[config.mk]
export PLATFORM = sky130hd
export DESIGN_NAME = keypoint_writer_flat
export DESIGN_NICKNAME = d
export VERILOG_FILES = /design/src/rtl/keypoint_writer_if.sv /design/src/rtl/keypoint_writer.sv /design/src/flat_wrapper.sv
export SDC_FILE = /design/constraint.sdc
export NUM_CORES = 1
export LEC_CHECK = 0
export ABC_AREA = 1
export ABC_CLOCK_PERIOD_IN_PS = 2900
export BUFFER_PORTS_ARGS = -buffer_cell sky130_fd_sc_hd__buf_2
export CELL_PAD_IN_SITES_DETAIL_PLACEMENT = 0
export CELL_PAD_IN_SITES_GLOBAL_PLACEMENT = 1
export CORE_ASPECT_RATIO = 1.1
export CORE_MARGIN = 5
export CORE_UTILIZATION = 44
export CTS_CLUSTER_DIAMETER = 50
export CTS_CLUSTER_SIZE = 10
export DETAILED_ROUTE_END_ITERATION = 7
export PLACE_DENSITY_LB_ADDON = 0.12
export SLEW_MARGIN = 20
export SYNTH_ARGS = -nofsm -noshare
export SYNTH_HDL_FRONTEND = slang
export SYNTH_SLANG_ARGS = --single-unit
[constraint.sdc]
create_clock -name clk -period 2.9 [get_ports clk]
set_input_delay 0.58 -clock clk [delete_from_list [all_inputs] [get_ports clk]]
set_output_delay 0.58 -clock clk [all_outputs]
set_load 0.1 [all_outputs]
[src/rtl/keypoint_writer_if.sv]
// Keypoint stream from the extrema detector to the keypoint BRAM writer.
// The detector drives the master side; keypoint_writer uses the slave side.
interface keypoint_writer_if #(
    parameter int LOG = 6
);
    logic           kp_valid;
    logic           kp_ready;
    logic [1:0]     kp_octave;
    logic           kp_level;
    logic [LOG-1:0] kp_x;
    logic [LOG-1:0] kp_y;

    modport master (output kp_valid, kp_octave, kp_level, kp_x, kp_y, input kp_ready);
    modport slave  (input kp_valid, kp_octave, kp_level, kp_x, kp_y, output kp_ready);
endinterface

[src/rtl/keypoint_writer.sv]
// Buffers detected keypoints, packs them per octave and writes them sequentially into the keypoint BRAM.
// Optional macro KEYPOINT_TERMINATOR_EN appends an all-ones terminator word after the last keypoint.
module keypoint_writer #(
    parameter int DIMENSION        = 64,
    parameter int NUMBER_KEYPOINTS = 1000,
    parameter int FIFO_DEPTH       = 4,
    localparam int LOG = $clog2(DIMENSION),
    localparam int AW  = $clog2(DIMENSION*DIMENSION),
    localparam int CW  = $clog2(NUMBER_KEYPOINTS+1),
    localparam int WW  = 2*LOG+1
) (
    input  logic            clk,
    input  logic            rst_in_n,
    input  logic            start,
    keypoint_writer_if.slave kp,
    input  logic            detect_done,
    output logic [AW-1:0]   key_write_addr,
    output logic            key_wea,
    output logic [WW-1:0]   key_write,
    output logic [CW-1:0]   key_count,
    output logic [AW-1:0]   o2_base,
    output logic [AW-1:0]   o3_base,
    output logic            overflow,
    output logic            order_err,
    output logic            keypoints_done
);
    localparam int PW = $clog2(FIFO_DEPTH);

    typedef enum logic [2:0] {IDLE, RUN, DRAIN, TERM, DONE} state_t;

    typedef struct packed {
        logic [1:0]     octave;
        logic           level;
        logic [LOG-1:0] x;
        logic [LOG-1:0] y;
    } entry_t;

    state_t     state;
    logic [1:0] cur_octave;
    logic [PW:0] wr_ptr, rd_ptr;
    entry_t     mem [FIFO_DEPTH];
`ifdef KEYPOINT_TERMINATOR_EN
    logic       term_pending;
`endif

    logic   fifo_empty, fifo_full, push, bypass, pop;
    entry_t in_entry, head;

    assign fifo_empty  = (wr_ptr == rd_ptr);
    assign fifo_full   = (wr_ptr[PW] != rd_ptr[PW]) && (wr_ptr[PW-1:0] == rd_ptr[PW-1:0]);
    assign kp.kp_ready = (state == RUN) && !fifo_full;
    assign push        = kp.kp_valid && kp.kp_ready;
    assign in_entry    = {kp.kp_octave, kp.kp_level, kp.kp_x, kp.kp_y};
    // An arrival into an empty FIFO is processed directly so it is written the very next cycle.
    assign bypass      = fifo_empty && push;
    assign pop         = ((state == RUN) || (state == DRAIN)) && (!fifo_empty || push);
    assign head        = fifo_empty ? in_entry : mem[rd_ptr[PW-1:0]];

    // Coordinates shrink by one bit per octave: {x[W-1:0], y[W-1:0], level} with W = LOG - octave.
    function automatic logic [WW-1:0] pack(input entry_t e);
        int            w;
        logic [WW-1:0] mask, xw, yw;
        w    = LOG - int'(e.octave);
        mask = (WW'(1) << w) - WW'(1);
        xw   = WW'(e.x) & mask;
        yw   = WW'(e.y) & mask;
        return (xw << (w + 1)) | (yw << 1) | WW'(e.level);
    endfunction

    always_ff @(posedge clk) begin
        if (push && !bypass)
            mem[wr_ptr[PW-1:0]] <= in_entry;
    end

    always_ff @(posedge clk or negedge rst_in_n) begin
        if (!rst_in_n) begin
            state          <= IDLE;
            cur_octave     <= 2'd0;
            wr_ptr         <= '0;
            rd_ptr         <= '0;
            key_write_addr <= '0;
            key_wea        <= 1'b0;
            key_write      <= '0;
            key_count      <= '0;
            o2_base        <= '0;
            o3_base        <= '0;
            overflow       <= 1'b0;
            order_err      <= 1'b0;
            keypoints_done <= 1'b0;
`ifdef KEYPOINT_TERMINATOR_EN
            term_pending   <= 1'b0;
`endif
        end else begin
            key_wea <= 1'b0;
            if (push && !bypass)
                wr_ptr <= wr_ptr + 1'b1;
            if (pop && !fifo_empty)
                rd_ptr <= rd_ptr + 1'b1;

            case (state)
                IDLE, DONE: begin
                    if (start) begin
                        wr_ptr         <= '0;
                        rd_ptr         <= '0;
                        key_count      <= '0;
                        o2_base        <= '0;
                        o3_base        <= '0;
                        overflow       <= 1'b0;
                        order_err      <= 1'b0;
                        keypoints_done <= 1'b0;
                        cur_octave     <= 2'd0;
                        state          <= RUN;
                    end
                end
                RUN: begin
                    if (detect_done)
                        state <= DRAIN;
                end
                DRAIN: begin
                    if (fifo_empty)
                        state <= TERM;
                end
                TERM: begin
                    if (cur_octave < 2'd1) o2_base <= AW'(key_count);
                    if (cur_octave < 2'd2) o3_base <= AW'(key_count);
`ifdef KEYPOINT_TERMINATOR_EN
                    if (term_pending) begin
                        term_pending   <= 1'b0;
                        keypoints_done <= 1'b1;
                        state          <= DONE;
                    end else if (key_count < CW'(NUMBER_KEYPOINTS)) begin
                        key_wea        <= 1'b1;
                        key_write_addr <= AW'(key_count);
                        key_write      <= '1;
                        term_pending   <= 1'b1;
                    end else begin
                        keypoints_done <= 1'b1;
                        state          <= DONE;
                    end
`else
                    keypoints_done <= 1'b1;
                    state          <= DONE;
`endif
                end
                default: state <= IDLE;
            endcase

            // Octave changes fill in the base of every octave stepped over, even if the entry is then dropped.
            if (pop) begin
                if ((head.octave == 2'd3) || (head.octave < cur_octave)) begin
                    order_err <= 1'b1;
                end else begin
                    if (head.octave > cur_octave) begin
                        if ((cur_octave < 2'd1) && (head.octave >= 2'd1)) o2_base <= AW'(key_count);
                        if ((cur_octave < 2'd2) && (head.octave >= 2'd2)) o3_base <= AW'(key_count);
                        cur_octave <= head.octave;
                    end
                    if (key_count == CW'(NUMBER_KEYPOINTS)) begin
                        overflow <= 1'b1;
                    end else begin
                        key_wea        <= 1'b1;
                        key_write_addr <= AW'(key_count);
                        key_write      <= pack(head);
                        key_count      <= key_count + 1'b1;
                    end
                end
            end
        end
    end
endmodule

[src/flat_wrapper.sv]
// flat-port wrapper written by rule: the top's interface ports become plain ports
module keypoint_writer_flat 
#(
    parameter int DIMENSION        = 64,
    parameter int NUMBER_KEYPOINTS = 1000,
    parameter int FIFO_DEPTH       = 4,
    localparam int LOG = $clog2(DIMENSION),
    localparam int AW  = $clog2(DIMENSION*DIMENSION),
    localparam int CW  = $clog2(NUMBER_KEYPOINTS+1),
    localparam int WW  = 2*LOG+1
)
  (clk, rst_in_n, start, detect_done, key_write_addr, key_wea, key_write, key_count, o2_base, o3_base, overflow, order_err, keypoints_done, kp_kp_valid, kp_kp_octave, kp_kp_level, kp_kp_x, kp_kp_y, kp_kp_ready);
  keypoint_writer_if #(.LOG(6)) kp_i ();
  input  logic clk;
  input  logic rst_in_n;
  input  logic start;
  input  logic detect_done;
  output logic [AW-1:0] key_write_addr;
  output logic key_wea;
  output logic [WW-1:0] key_write;
  output logic [CW-1:0] key_count;
  output logic [AW-1:0] o2_base;
  output logic [AW-1:0] o3_base;
  output logic overflow;
  output logic order_err;
  output logic keypoints_done;
  input wire logic [$bits(kp_i.kp_valid)-1:0] kp_kp_valid;
  input wire logic [$bits(kp_i.kp_octave)-1:0] kp_kp_octave;
  input wire logic [$bits(kp_i.kp_level)-1:0] kp_kp_level;
  input wire logic [$bits(kp_i.kp_x)-1:0] kp_kp_x;
  input wire logic [$bits(kp_i.kp_y)-1:0] kp_kp_y;
  output wire logic [$bits(kp_i.kp_ready)-1:0] kp_kp_ready;
  assign kp_i.kp_valid = kp_kp_valid;
  assign kp_i.kp_octave = kp_kp_octave;
  assign kp_i.kp_level = kp_kp_level;
  assign kp_i.kp_x = kp_kp_x;
  assign kp_i.kp_y = kp_kp_y;
  assign kp_kp_ready = kp_i.kp_ready;
  keypoint_writer #(.DIMENSION(DIMENSION), .NUMBER_KEYPOINTS(NUMBER_KEYPOINTS), .FIFO_DEPTH(FIFO_DEPTH)) u_core (.clk(clk), .rst_in_n(rst_in_n), .start(start), .kp(kp_i), .detect_done(detect_done), .key_write_addr(key_write_addr), .key_wea(key_wea), .key_write(key_write), .key_count(key_count), .o2_base(o2_base), .o3_base(o3_base), .overflow(overflow), .order_err(order_err), .keypoints_done(keypoints_done));
endmodule
==> results.md <==
- Synth Instances: ~720
- Clock root cell: clkbuf_16
- Critical path type: reg2reg
- Commonest non-fill, non-tap cell in the layout: nand2_1
- Synth Warn #: 0
- ANT nets after route: 0
- Buf/Inv on CP: 2
- RR Startpoint: u_core.rd_ptr[0]
- Synth Cell Area: 0.00632 sq mm
- Max-slew headroom: 38.7%
- Via count: 5,020
- Clk slew on worst S/H paths: 0.06 ns
- Residual DRC: 0
- MaxCap Viol Count: 0
- Setup TNS: 0 ns
- Initial antenna violation count: 0
- Die height: 136 microns
- Die width: 124 microns
- Unique masters post-synth: 37
- Setup violators final: 0
- Number of diodes: 0
- Hold buffers post-CTS: 0
- Largest net degree at the start of global routing: between 70 and 80
- Post-Syn Area per Cell: around 8.8 sq um
- Initial DRC count: 320
- Dpl hpwl: 10,700 microns
- Starting Density: 44.3%
- DR vias/cell: 5.01
- Yosys reg bits: between 100 and 150
- Crit. End Element: register
- RSZ-0062 raised after global routing: false
- Clock skew: 0.0105 ns
- CTS H-tree depth: 4
- Crit path max-delay cell type: dfrtp_1
- Area delta synth->final: 19.5%
- Drt total wl: 15,700 microns
- FP Rows: 46
- Avg WL per Cell: 15.7 microns
- First-pass GRT wire length: roughly 26,000 microns
- GR Util All Layers: 19.3%
- Post-synthesis sequential area ratio: 57.0%
- Remaining Overflow, GRT: 0
- Hold Slack: ~0.31 ns
- Crit. Startpoint: u_core.rd_ptr[0]
- Outcome: completed
- I/O pin count: 84
- Share of layout cells above drive strength 1: 18.1%
- GP Congestion: ~0.82
- Most frequent cells in the layout: nand2_1 (176), nor2_1 (95), buf_2 (79)
- Max-slew violations: 0
- Drt pass-1 iters: 5
- CTS tree: done
- Die area: 0.0169 sq mm
- TritonCTS Sinks: approximately 130
- Min Tclk post-route: 2.61 ns
- Startpoint Class: register
- Area of the multi-input gates: between 0.002 and 0.0025 sq mm
- Worst skew pair latency: 0.42 ns
- Max incr delay on CP: roughly 0.47 ns
- Largest fanout on the critical path: 17
- WP data arrival: 2.96 ns
- Post-CTS Setup Inserts: 0
- Crit-path cells: inv_2 > nand2_1 > nand2_2 > nand3_2 > nand2_1 > nand2_2 > inv_4 > ha_1 > nand2_1 > nand4_4 > nor2_2 > nand3_1 > nand2_1
- Cts bufs inserted: 17
- Fmax: 0.384 GHz
- Hold Path Class: in2async
- CTS max path bufs: 2
- Least-Margin Pin Slew: 0.919 ns
- Reg area: 0.00360 sq mm
- Port bufs: 81
- Final #Nets: 827
- Total core area: 0.0143 sq mm
- Fin crit share: approximately nine tenths
- Final Hold Viols: 0
- Filler Cells Inserted: around 1,400
- Vias in the first global route: a little over 5,000
- Worst path required time: 3.25 ns
- CP delay by family, top: simple AND/OR/NAND/NOR gates
- Most frequent CP cell: nand2_1
-- metrics by stage --
stage	std cells	cell area (sq um)	setup slack [ns]	utilization, %
after floorplan	717	6330	0.456	-
after global placement	969	6940	0.273	48.6
after detailed placement	969	6940	0.109	48.6
after CTS	1001	7530	0.114	52.8
after global routing	1002	7550	0.00765	52.9
final	1002	7550	0.295	52.9
-- final timing paths --
check	end	cells past startpoint	slack, ns
hold reg to reg	u_core.key_write[0]	2	0.47
max in group asynchronous	u_core.state[0]	1	2.00
setup reg to reg	u_core.o3_base[3]	13	0.29
hold / removal	u_core.o3_base[9]	1	0.31
min in group clk	u_core.mem[1][0]	1	0.39
setup / recovery	u_core.o3_base[3]	13	0.29
-- per-layer routing --
metal	track usage [%]	vias to the layer above	wire length, microns
li1	-	2521	-
met1	23.3	2370	6740
met2	34.3	109	8090
met3	4.02	20	616
met4	6.88	0	255
met5	0	-	0
-- state kept, by name, summed over array words and instances, names as in the netlist, 2 cells and up --
register	flops
u_core.o2_base	12
u_core.key_write_addr	10
u_core.mem	60
u_core.key_count	10
u_core.key_write	13
u_core.o3_base	12
u_core.rd_ptr	3
u_core.state	3
u_core.cur_octave	2
u_core.wr_ptr	3
-- layout make-up --
| cell class | instances | share of cell area [%] |
|---|---|---|
| flip-flops and latches | 132 | 47.7 |
| multi-input cells | 486 | 30.8 |
| repair buffers | 96 | 7.30 |
| clock buffers | 19 | 5.86 |
| inverters | 64 | 3.21 |
| well taps | 192 | 3.18 |
| clock inverters | 13 | 1.97 |
-- synth_stat cells --
cell type / count / area, sq um
nand2_4: 3 / 33.8
buf_2: 11 / 55.1
clkbuf_1: 16 / 60.1
edfxtp_1: 60 / 1800
nor3_1: 13 / 65.1
nand3_1: 56 / 280
nand2_1: 176 / 661
clkinv_1: 1 / 3.75
buf_4: 5 / 37.5
buf_1: 2 / 7.51
o211ai_1: 3 / 22.5
nor2_1: 95 / 357
xor2_1: 8 / 70.1
o31ai_1: 1 / 7.51
inv_2: 3 / 11.3
nand4_4: 1 / 21.3
conb_1: 2 / 7.51
nand4_1: 4 / 25.0
nand4_2: 1 / 12.5
o21ai_0: 58 / 290
o221ai_1: 3 / 26.3
buf_6: 1 / 11.3
dfrtp_1: 72 / 1800
nand3_2: 1 / 10.0
o21ai_1: 8 / 40.0
a32o_1: 2 / 20.0
nor2_4: 1 / 11.3
nor2_2: 1 / 6.26
ha_1: 10 / 125
a21oi_1: 17 / 85.1
a211oi_1: 1 / 7.51
o22ai_1: 11 / 68.8
or2_2: 2 / 12.5
nand2_2: 4 / 25.0
inv_1: 60 / 225
nor3_2: 1 / 10.0
clkbuf_2: 1 / 5.00
-- kinds of logic after synthesis --
kind of cell,synth area share [%]
and+or+nand+nor,24.2
DFF,57.0
AOI/OAI and AO/OA,8.99
buffers and inverters,6.59
adders and majority gates,1.98
xor gates and xnor gates,1.11
other,0.119
-- timing repair --
item,4_1_cts,5_1_grt
gates resized for setup,0,4
hold endpoints to repair,0,0
setup endpoints to repair,0,24
Power is not shown: default switching activity piles up to over one toggle a cycle in this logic, so the estimate is an artifact.
